`src/rtl/wb_pkg.sv`:
```
// Shared types for the write-back/commit stage: packet layout, result selects and FSM states.
// Packet fields are sized for the widest configuration; narrower instances use the low bits.
package wb_pkg;

    localparam int WB_DATA_MAX = 64;
    localparam int WB_RD_MAX   = 8;

    typedef enum logic [3:0] {
        ALU, BR_EN, U_IMM, PC4, LB, LBU, LH, LHU, LW, LWU, LD
    } wb_sel_e;

    typedef enum logic [1:0] {
        EMPTY, HELD, DRAIN
    } wb_state_e;

    typedef struct packed {
        logic [WB_RD_MAX-1:0]   rd;
        logic                   load_regfile;
        wb_sel_e                sel;
        logic [WB_DATA_MAX-1:0] alu_out;
        logic                   br_en;
        logic [WB_DATA_MAX-1:0] u_imm;
        logic [WB_DATA_MAX-1:0] pc;
        logic [WB_DATA_MAX-1:0] addr;
    } wb_pkt_t;

    function automatic logic is_load(input wb_sel_e sel);
        return sel inside {LB, LBU, LH, LHU, LW, LWU, LD};
    endfunction

endpackage

```
`src/rtl/wb_load_align.sv`:
```
// Combinational load lane extraction: picks byte/half/word/dword at the address offset,
// extends it, and flags accesses that are not naturally aligned.
module wb_load_align
    import wb_pkg::*;
#(
    parameter int XLEN = 32
) (
    input  wb_sel_e                   sel,
    input  logic [$clog2(XLEN/8)-1:0] offset,
    input  logic [XLEN-1:0]           rdata,
    output logic [XLEN-1:0]           data,
    output logic                      misalign
);

    logic [XLEN-1:0] shifted;

    assign shifted = rdata >> {offset, 3'b000};

    always_comb begin
        data     = '0;
        misalign = 1'b0;
        unique case (sel)
            LB:  data = XLEN'($signed(shifted[7:0]));
            LBU: data = XLEN'(shifted[7:0]);
            LH: begin
                data     = XLEN'($signed(shifted[15:0]));
                misalign = offset[0];
            end
            LHU: begin
                data     = XLEN'(shifted[15:0]);
                misalign = offset[0];
            end
            LW: begin
                data     = XLEN'($signed(shifted[31:0]));
                misalign = |offset[1:0];
            end
            LWU: begin
                data     = XLEN'(shifted[31:0]);
                misalign = |offset[1:0];
            end
            LD: begin
                data     = shifted;
                misalign = |offset;
            end
            default: data = '0;
        endcase
    end

endmodule

```
`src/rtl/wb_load_commit.sv`:
```
// Write-back/commit stage: holds one MEM/WB packet, waits for the dmem response on loads,
// drives the regfile write port and counts retired packets.
module wb_load_commit
    import wb_pkg::*;
#(
    parameter int XLEN       = 32,
    parameter int REG_ADDR_W = 5,
    parameter int CNT_W      = 64
) (
    input  logic                  clk,
    input  logic                  rst_n,
    input  logic                  wb_valid_i,
    output logic                  wb_ready_o,
    input  wb_pkt_t               wb_pkt_i,
    input  logic                  dmem_resp_i,
    input  logic [XLEN-1:0]       dmem_rdata_i,
    input  logic                  flush_i,
    output logic                  rd_we_o,
    output logic [REG_ADDR_W-1:0] rd_addr_o,
    output logic [XLEN-1:0]       rd_wdata_o,
    output logic                  commit_o,
    output logic                  misalign_o,
    output logic [CNT_W-1:0]      instret_o
);

    localparam int OFF_W = $clog2(XLEN/8);

    wb_state_e        state_q;
    wb_pkt_t          hold_q;
    logic [CNT_W-1:0] instret_q;

    logic            held;
    logic            hold_ld;
    logic            commit;
    logic            ready;
    logic            accept;
    logic [XLEN-1:0] ld_data;
    logic            ld_misalign;
    logic [XLEN-1:0] wdata;
    logic            we;
    logic            unused_pkt_bits;

    assign held    = (state_q == HELD);
    assign hold_ld = is_load(hold_q.sel);
    assign commit  = held & (~hold_ld | dmem_resp_i);
    assign ready   = (state_q == EMPTY) | (held & commit & ~flush_i);
    assign accept  = wb_valid_i & ready;

    wb_load_align #(.XLEN(XLEN)) u_align (
        .sel      (hold_q.sel),
        .offset   (hold_q.addr[OFF_W-1:0]),
        .rdata    (dmem_rdata_i),
        .data     (ld_data),
        .misalign (ld_misalign)
    );

    always_comb begin
        wdata = '0;
        unique case (hold_q.sel)
            ALU:     wdata = hold_q.alu_out[XLEN-1:0];
            BR_EN:   wdata = XLEN'(hold_q.br_en);
            U_IMM:   wdata = hold_q.u_imm[XLEN-1:0];
            PC4:     wdata = hold_q.pc[XLEN-1:0] + XLEN'(4);
            default: wdata = ld_data;
        endcase
    end

    assign misalign_o = commit & hold_ld & ld_misalign;
    assign we         = commit & hold_q.load_regfile & (hold_q.rd[REG_ADDR_W-1:0] != '0) & ~misalign_o;
    assign rd_we_o    = we;
    assign rd_addr_o  = we ? hold_q.rd[REG_ADDR_W-1:0] : '0;
    assign rd_wdata_o = we ? wdata : '0;
    assign commit_o   = commit;
    assign wb_ready_o = ready;
    assign instret_o  = instret_q;

    // Upper packet bits are dead in narrow configurations.
    assign unused_pkt_bits = ^{hold_q.rd, hold_q.alu_out, hold_q.u_imm, hold_q.pc, hold_q.addr};

    always_ff @(posedge clk or negedge rst_n) begin
        if (!rst_n) begin
            state_q   <= EMPTY;
            hold_q    <= '0;
            instret_q <= '0;
        end else begin
            if (commit) instret_q <= instret_q + CNT_W'(1);
            unique case (state_q)
                EMPTY: begin
                    if (wb_valid_i) begin
                        state_q <= HELD;
                        hold_q  <= wb_pkt_i;
                    end
                end
                HELD: begin
                    if (commit) begin
                        if (accept) hold_q <= wb_pkt_i;
                        else        state_q <= EMPTY;
                    end else if (flush_i) begin
                        // A flushed load still has a response in flight that must be swallowed.
                        state_q <= hold_ld ? DRAIN : EMPTY;
                    end
                end
                DRAIN: begin
                    if (dmem_resp_i) state_q <= EMPTY;
                end
                default: state_q <= EMPTY;
            endcase
        end
    end

    a_no_stray_resp: assert property (@(posedge clk) disable iff (!rst_n)
        !(dmem_resp_i && ((state_q == EMPTY) || (held && !hold_ld))));

endmodule

```
`config.mk`:
```
export PLATFORM = sky130hd
export DESIGN_NAME = wb_load_commit
export DESIGN_NICKNAME = d
export VERILOG_FILES = /design/src/rtl/wb_pkg.sv /design/src/rtl/wb_load_align.sv /design/src/rtl/wb_load_commit.sv
export SDC_FILE = /design/constraint.sdc
export NUM_CORES = 1
export LEC_CHECK = 0
export CORE_UTILIZATION = 39
export DETAILED_ROUTE_END_ITERATION = 8
export GPL_TIMING_DRIVEN = 1
export PLACE_DENSITY = 0.77
export SYNTH_ARGS = -nofsm -noshare
export SYNTH_HDL_FRONTEND = slang
export SYNTH_HIERARCHICAL = 1
export SYNTH_SLANG_ARGS = --single-unit
```
`constraint.sdc`:
```
create_clock -name clk -period 2.7 [get_ports clk]
set_input_delay 0.54 -clock clk [delete_from_list [all_inputs] [get_ports clk]]
set_output_delay 0.54 -clock clk [all_outputs]
set_load 0.1 [all_outputs]
```
==> qor.csv, run 1 <==
metric;value;unit
slowest_stage;mux4_2;
ys_ff_latch;175;
grt_overflow;0;
fin_ws;-0.452;ns
power_density;741;mW/mm²
seq_area_frac_synth;0.449;
vdd_drop_max;538;µV
startpoint_type;flop;
drt_wl_total;31900;µm
cts_tree;yes;
ys_types;66;
first_pass_iters;5;
vias;8866;
synthDominantCellAreaShare;0.449;
path_clk_slew;0.08;ns
rows;57;
end_kind;primary output;
status;complete, but fails checks;
cts_hold_buf;0;
grt_pass1_vias;8974;
place_congestion;0.896;
core;0.0244;mm²
utilization;0.617;
n_fill_cell;1909;
cts_sinks;175;
h-tree-depth;4;
nNetsFinal;1562;
fp.dieH;160;µm
p_leak;6.22;nW
grt_max_degree;62;
crit_type;flop to primary output;
syn_inst;914;
io_buffers;250;
dp.cells;1536;
cpPeakStageDelay;0.52;ns
drc;0;
dieArea;0.0256;mm²
clockRootBuffer;clkbuf_16;
min_period_over_period;1.17;
fin_setup_tns;-11.13;ns
synth_commonest_cells;dfrtp_1, mux2_2, nand2_1;
yosysTopAreaCell;dfrtp_1;
ys_warn_count;6;
hp-class;primary input to async pin;
finalHoldViolations;0;
start_util;0.400;
clk_latency;0.45;ns
dp.final_hpwl;23400;µm
crit_required;2.16;ns
crit_buf_inv;3;
synthesis.nets;1223;
path_cells;mux4_2 > inv_2 > or4_4 > o21ai_2 > a222oi_1 > buf_4 > nor2_4 > buf_12;
crit_family;compound AO/OA/AOI/OAI gates;
async_flop_share;1.00;
drt_iter0_markers;621;
synth-edff-count;0;
stdcell_count;1593;
fmax;317;MHz
numCtsBuffers;17;
die_w;160;µm
grt_pass1_wl;49700;µm
ant_nets;0;
cp_max_fo;7;
slew_viol_final;0;
layout-drive-gt1-share;0.399;
routedWlPerCell;20.0;µm
synth.most_common_cell;dfrtp_1;
setup_violations;38;
netlist_area;0.00975;mm²
avgSynthCellArea;10.7;µm²
yosys-top-cells-area;dfrtp_1, mux2_2, xnor2_1, xor2_1, mux2i_1;
clock_path_buffers;2;
timing.hold.ws;0.0918;ns
worst_slew_pin_slew;0.712;ns
power.total;0.0112;W
via_per_inst;5.57;
ys.flop_type;dfrtp_1;
rsz0062_at_grt;true;
finClkSkew;0.0159;ns
fin_crit;3.15;ns
worstPathArrival;2.61;ns
max_slew_margin;0.525;
area_growth;54.5;%
ios;412;
gr-usage-all-layers;0.249;
antenna_found_initial;6;
drv_cap;0;
violations;setup timing;
[power breakdown]
group | total (W) | internal, W | switching (W)
combinational | 0.00506 | 0.00224 | 0.00281
clock | 0.00264 | 0.00131 | 0.00134
sequential | 0.00346 | 0.00309 | 0.000374
[metal layers]
metal	routed length, µm	vias to the layer above	GRT usage
met3	2880	64	0.0751
met5	27	-	0
met4	993	4	0.0939
li1	-	4053	-
met2	15300	385	0.408
met1	12600	4360	0.308
[cell families after synthesis]
group                      after synthesis  synth area share
and+or+nand+nor                        296             0.165
DFF                                    175             0.449
muxes                                  158             0.182
AOI/OAI and AO/OA                      141            0.0977
xor gates and xnor gates                77            0.0692
buffers and inverters                   65            0.0341
adders and majority gates                2           0.00257
[path summary, 6_finish.rpt]
kind | start | to | slack (ns) | cells after the start
setup / recovery | hold_q[0] | rd_wdata_o[8] | -0.45 | 8
hold / removal | rst_n | hold_q[88] | 0.09 | 1
setup reg to reg | hold_q[258] | hold_q[217] | 0.43 | 9
hold reg to reg | instret_o[63] | instret_o[63] | 0.49 | 1
max in group asynchronous | rst_n | instret_o[0] | 1.90 | 2
min in group clk | instret_o[63] | instret_o[63] | 0.49 | 1
[area by class of cell]
type | count | area [µm²] | area share
multi-input combinational | 675 | 5660 | 0.376
sequential | 175 | 4390 | 0.291
timing repair buffer | 371 | 3910 | 0.260
clock buffer | 17 | 425 | 0.0282
tap | 324 | 405 | 0.0269
clock inverter | 15 | 211 | 0.0140
inverter | 13 | 51.3 | 0.00341
antenna | 3 | 7.51 | 0.000498
[stage by stage]
stage	area, µm²	setup slack (ns)
2_1_floorplan	10200	-0.153
3_3_place_gp	13900	-0.669
3_5_place_dp	13900	-0.751
4_1_cts	14900	-0.454
5_1_grt	15100	-0.533
6_report	15100	-0.452
[cell usage in the layout (no fill, tap or decap), types with 7 or more instances in the layout]
master and instances:
and3_1 7, nand2b_1 7, xnor2_1 44, nor4_1 21
mux2_2 132, nand4_1 37, a21oi_1 16, nor3_1 17
clkdlybuf4s50_1 140, clkbuf_16 17, xor2_1 33, buf_12 53
nand2_1 55, and2_1 10, o21ai_0 21, a222oi_1 7
a211oi_1 9, dfrtp_1 168, buf_4 160, o31a_1 9
dfrtp_2 7, a21oi_4 18, mux2i_1 24, a22oi_1 9
o21ai_2 9, buf_6 11, nor2b_1 8, nor2_4 13
nand3_1 35, nor2_1 35, inv_1 11
[sequential cells by signal, indices dropped and copies added, names as in the netlist]
register   count
hold_q       109
instret_o     64
state_q        2
[repair_timing]
item                                    4_1_cts  5_1_grt
endpoints found under the setup margin       40       39
pin swaps                                    23       19
hold endpoints to repair                      0        0
gates resized for setup                      57       27
setup buffers                                21        4
gates cloned                                  2        1
Note: power is estimated with default switching activity, not from simulation.
==> inputs of run 2 (changes only) <==
--- a/config.mk
+++ b/config.mk
@@ -8,7 +8,8 @@
 export CORE_UTILIZATION = 39
 export DETAILED_ROUTE_END_ITERATION = 8
 export GPL_TIMING_DRIVEN = 1
-export PLACE_DENSITY = 0.77
+export PLACE_DENSITY = 0.76
+export SLEW_MARGIN = 25
 export SYNTH_ARGS = -nofsm -noshare
 export SYNTH_HDL_FRONTEND = slang
 export SYNTH_HIERARCHICAL = 1
==> qor.csv, run 2 (synthesis results as in run 1) <==
metric;value;unit;change
ios;412;;unchanged
p_leak;6.21;nW;-0.19%
timing.hold.ws;0.0685;ns;-0.0233 ns
nNetsFinal;1561;;-0.064%
finClkSkew;0.0133;ns;-0.00259 ns
final_common_cell;dfrtp_1;;
cts_sinks;175;;unchanged
setup_violations;38;;unchanged
startpoint_type;flop;;
area_growth;54.6;%;about the same
numCtsBuffers;17;;unchanged
grt_pass1_wl;50200;µm;+1.0%
dp.cells;1540;;+0.26%
die_w;160;µm;unchanged
hp-class;primary input to async pin;;
final_cell_mix;dfrtp_1, buf_4, clkdlybuf4s50_1;;
fp.dieH;160;µm;unchanged
start_util;0.400;;unchanged
drt_wl_total;32300;µm;+1.5%
first_pass_iters;7;;+2
drt_iter0_markers;600;;-3.4%
vdd_drop_max;442;µV;-18%
end_kind;primary output;;
r2r_setup_slack;0.37;ns;-0.06 ns
clk_latency;0.44;ns;about the same
fin_area;0.0151;mm²;about the same
placed_cell_area;0.0139;mm²;about the same
min_period_over_period;1.14;;-0.0233
gr-usage-all-layers;0.253;;+0.00412
crit_family;buffers and inverters;;
rows;57;;unchanged
finalHoldViolations;0;;unchanged
violations;setup timing;;
cpPeakStageDelay;0.45;ns;-0.07 ns
fmax;324;MHz;+2.0%
dp.final_hpwl;23800;µm;+2.0%
rsz0062_at_grt;true;;
grt_pass1_vias;8786;;-2.1%
clock_path_buffers;2;;unchanged
fin_crit;3.09;ns;-0.0628 ns
drv_cap;0;;unchanged
drc;0;;unchanged
vias;8808;;-0.65%
ant_nets;0;;unchanged
dieArea;0.0256;mm²;unchanged
fin_ws;-0.389;ns;+0.0628 ns
via_per_inst;5.53;;-0.59%
power_density;735;mW/mm²;-0.76%
core;0.0244;mm²;unchanged
slowest_stage;dfrtp_2;;
path_cells;buf_6 > xor2_1 > a221o_1 > o211ai_4 > buf_6 > buf_6 > nand2_4 > a22oi_2 > buf_4 > a21oi_4 > buf_12;;
regMostFlops;hold_q;;
stdcell_count;1592;;-0.063%
crit_required;2.16;ns;about the same
status;complete, but fails checks;;
crit_type;flop to primary output;;
slew_viol_final;0;;unchanged
antenna_found_initial;2;;-4
max_slew_margin;0.503;;-0.0219
power.total;0.0111;W;-0.72%
io_buffers;250;;unchanged
grt_max_degree;60;;-3.2%
cp_max_fo;7;;unchanged
largest_reg_flops;109;;unchanged
grt_overflow;0;;unchanged
worstPathArrival;2.55;ns;-0.06 ns
layout-drive-gt1-share;0.407;;+0.00822
routedWlPerCell;20.3;µm;+1.6%
worst_slew_pin_slew;0.745;ns;+0.0328 ns
crit_top_cell;buf_6;;
clockRootBuffer;clkbuf_16;;
crit_buf_inv;5;;+2
path_clk_slew;0.08;ns;about the same
h-tree-depth;4;;unchanged
cts_tree;yes;;
place_congestion;0.923;;+3.0%
run 2: metal layers:
| metal | wire, µm | global-route usage | vias to the layer above |
|---|---|---|---|
| li1 | - | - | 4050 |
| met1 | 13700 | 0.330 | 4357 |
| met2 | 15200 | 0.405 | 341 |
| met3 | 2340 | 0.0660 | 58 |
| met4 | 1090 | 0.0922 | 2 |
| met5 | 11 | 0 | - |
run 2: power breakdown:
group / leakage, nW / total, W / internal (W) / switching (W)
Combinational: 3.75 / 0.00506 / 0.00223 / 0.00283
Clock: 0.303 / 0.00256 / 0.00128 / 0.00128
Sequential: 2.15 / 0.00346 / 0.00309 / 0.000374
Total: 6.21 / 0.0111 / 0.00659 / 0.00449
run 2: final timing paths:
path	endpoint	depth (start not counted)	startpoint
min reg2reg	instret_o[63]	1	instret_o[63]
min in group clk	instret_o[63]	1	instret_o[63]
max	rd_wdata_o[27]	11	hold_q[0]
min	hold_q[89]	1	rst_n
max in group asynchronous	instret_o[35]	2	rst_n
max reg2reg	hold_q[69]	8	hold_q[258]
run 2: through the flow:
step	setup WS [ns]	setup TNS (ns)	util
after global routing	-0.448	-13.26	0.618
after global placement	-0.599	-8.98	0.570
final	-0.389	-9.83	0.618
after floorplan	-0.153	-1.07	-
after CTS	-0.368	-10.44	0.609
after detailed placement	-0.650	-9.79	0.570
run 2: cell type report:
class,count,area (µm²)
inverter,13,53.8
tap,324,405
clock inverter,15,206
sequential,175,4390
multi-input combinational,674,5690
fill,1940,9320
clock buffer,17,425
antenna,3,7.51
timing repair buffer,371,3890
run 2: repair_timing:
| item | 4_1_cts | 5_1_grt |
|---|---|---|
| hold buffers | 0 | 0 |
| gates resized for setup | 61 | 40 |
| setup buffers | 10 | 8 |
| pin swaps | 24 | 21 |
| cloned | 3 | 1 |
| setup endpoints to repair | 38 | 39 |
==> inputs of run 3 (changes only) <==
--- a/config.mk
+++ b/config.mk
@@ -6,9 +6,10 @@
 export NUM_CORES = 1
 export LEC_CHECK = 0
 export CORE_UTILIZATION = 39
+export CTS_CLUSTER_DIAMETER = 50
 export DETAILED_ROUTE_END_ITERATION = 8
 export GPL_TIMING_DRIVEN = 1
-export PLACE_DENSITY = 0.76
+export PLACE_DENSITY = 0.78
 export SLEW_MARGIN = 25
 export SYNTH_ARGS = -nofsm -noshare
 export SYNTH_HDL_FRONTEND = slang
==> qor.csv, run 3 (synthesis results as in run 1) <==
metric;value;unit;change
status;complete, but fails checks;;
violations;setup timing;;
slew_viol_final;0;;unchanged
vdd_drop_max;695;µV;+57%
pre_cts_ws;-0.666;ns;-0.0159 ns
drt_wl_total;32600;µm;+0.72%
antenna_found_initial;6;;+4
nNetsFinal;1568;;+0.45%
grt_overflow;0;;unchanged
power_density;739;mW/mm²;+0.50%
hp-class;primary input to async pin;;
dieArea;0.0256;mm²;unchanged
layout-drive-gt1-share;0.417;;+0.0103
finClkSkew;0.0177;ns;+0.00443 ns
fin_setup_tns;-10.94;ns;-1.11 ns
fin_area;0.0151;mm²;+0.45%
power.total;0.0112;W;+0.95%
finalHoldViolations;0;;unchanged
fp.dieH;160;µm;unchanged
end_kind;primary output;;
placed_cell_area;0.0139;mm²;+0.22%
clock_path_buffers;2;;unchanged
io_buffers;250;;unchanged
fin_crit;3.11;ns;+0.0169 ns
core;0.0244;mm²;unchanged
h-tree-depth;4;;unchanged
final_common_cell;buf_4;;
start_util;0.400;;unchanged
rsz0062_at_grt;true;;
clk_latency;0.45;ns;about the same
area_growth;55.3;%;
grt_max_degree;72;;+20%
crit_type;flop to primary output;;
ant_nets;0;;unchanged
fmax;322;MHz;-0.54%
drv_cap;0;;unchanged
via_per_inst;5.63;;+1.8%
path_clk_slew;0.08;ns;about the same
routedWlPerCell;20.4;µm;+0.34%
max_slew_margin;0.550;;+0.0464
grt_pass1_wl;50100;µm;-0.37%
cts_tree;yes;;
worstPathArrival;2.57;ns;+0.02 ns
ios;412;;unchanged
p_leak;6.23;nW;+0.31%
min_period_over_period;1.15;;+0.00625
die_w;160;µm;unchanged
startpoint_type;flop;;
rows;57;;unchanged
worst_slew_pin_slew;0.676;ns;-0.0695 ns
cts_sinks;175;;unchanged
timing.hold.ws;0.112;ns;+0.0435 ns
drt_iter0_markers;649;;+8.2%
crit_required;2.16;ns;about the same
largest_reg_flops;109;;unchanged
place_congestion;0.898;;-2.8%
vias;8998;;+2.2%
gr-usage-all-layers;0.252;;-0.000888
cts_hold_buf;0;;unchanged
setup_violations;38;;unchanged
final_cell_mix;buf_4, dfrtp_1, clkdlybuf4s50_1;;
drc;0;;unchanged
clockRootBuffer;clkbuf_16;;
cp_max_fo;8;;+1
fin_ws;-0.406;ns;-0.0169 ns
grt_pass1_vias;8976;;+2.2%
dp.final_hpwl;24000;µm;+0.57%
numCtsBuffers;17;;unchanged
regMostFlops;hold_q;;
first_pass_iters;5;;-2
==> run 3: through the flow <==
stage / util / std cells
after detailed placement: 0.571 / 1539
after global placement: 0.571 / 1539
after floorplan: - / 914
after CTS: 0.610 / 1589
final: 0.620 / 1598
after global routing: 0.620 / 1596
==> run 3: final cells by class <==
type | instances | area (µm²)
diodes | 2 | 5.00
well taps | 324 | 405
clock inverters | 15 | 204
repair buffers | 378 | 3930
fillers | 1911 | 9260
flip-flops and latches | 175 | 4390
multi-input cells | 674 | 5720
clock buffers | 17 | 425
inverters | 13 | 53.8
==> run 3: layer usage <==
metal / up-vias / routed length, µm / GRT usage
li1: 4062 / - / -
met1: 4494 / 13000 / 0.308
met5: - / 26 / 0
met3: 62 / 2610 / 0.0738
met2: 376 / 15900 / 0.425
met4: 4 / 1010 / 0.0853
==> run 3: timing repair <==
item / CTS / global route
resized for setup: 55 / 57
pin swaps: 15 / 25
endpoints found under the setup margin: 39 / 39
cloned: 2 / 1
setup buffers: 16 / 9
==> run 3: worst max-delay path, stage by stage, from the launching register on <==
cell	delay, ns
dfrtp_2	0.46
mux4_2	0.37
inv_2	0.05
or4_4	0.48
o21ai_1	0.18
a222oi_1	0.16
buf_4	0.16
nor2_4	0.10
buf_12	0.18
==> run 3: power by group <==
| group | switching (W) | internal, W |
|---|---|---|
| combinational | 0.00286 | 0.00229 |
| clock | 0.00129 | 0.00128 |
| sequential | 0.000370 | 0.00309 |
==> run 3: path summary, 6_finish.rpt <==
| path | from | end | slack [ns] | cells after the start |
|---|---|---|---|---|
| worst max-delay path | hold_q[0] | rd_wdata_o[13] | -0.41 | 8 |
| worst min-delay path | rst_n | hold_q[146] | 0.11 | 1 |
| worst min register to register | instret_o[63] | instret_o[63] | 0.49 | 1 |
| min in group clk | instret_o[63] | instret_o[63] | 0.49 | 1 |
| worst max register to register | hold_q[258] | hold_q[210] | 0.38 | 9 |
| max in group asynchronous | rst_n | instret_o[39] | 1.87 | 2 |
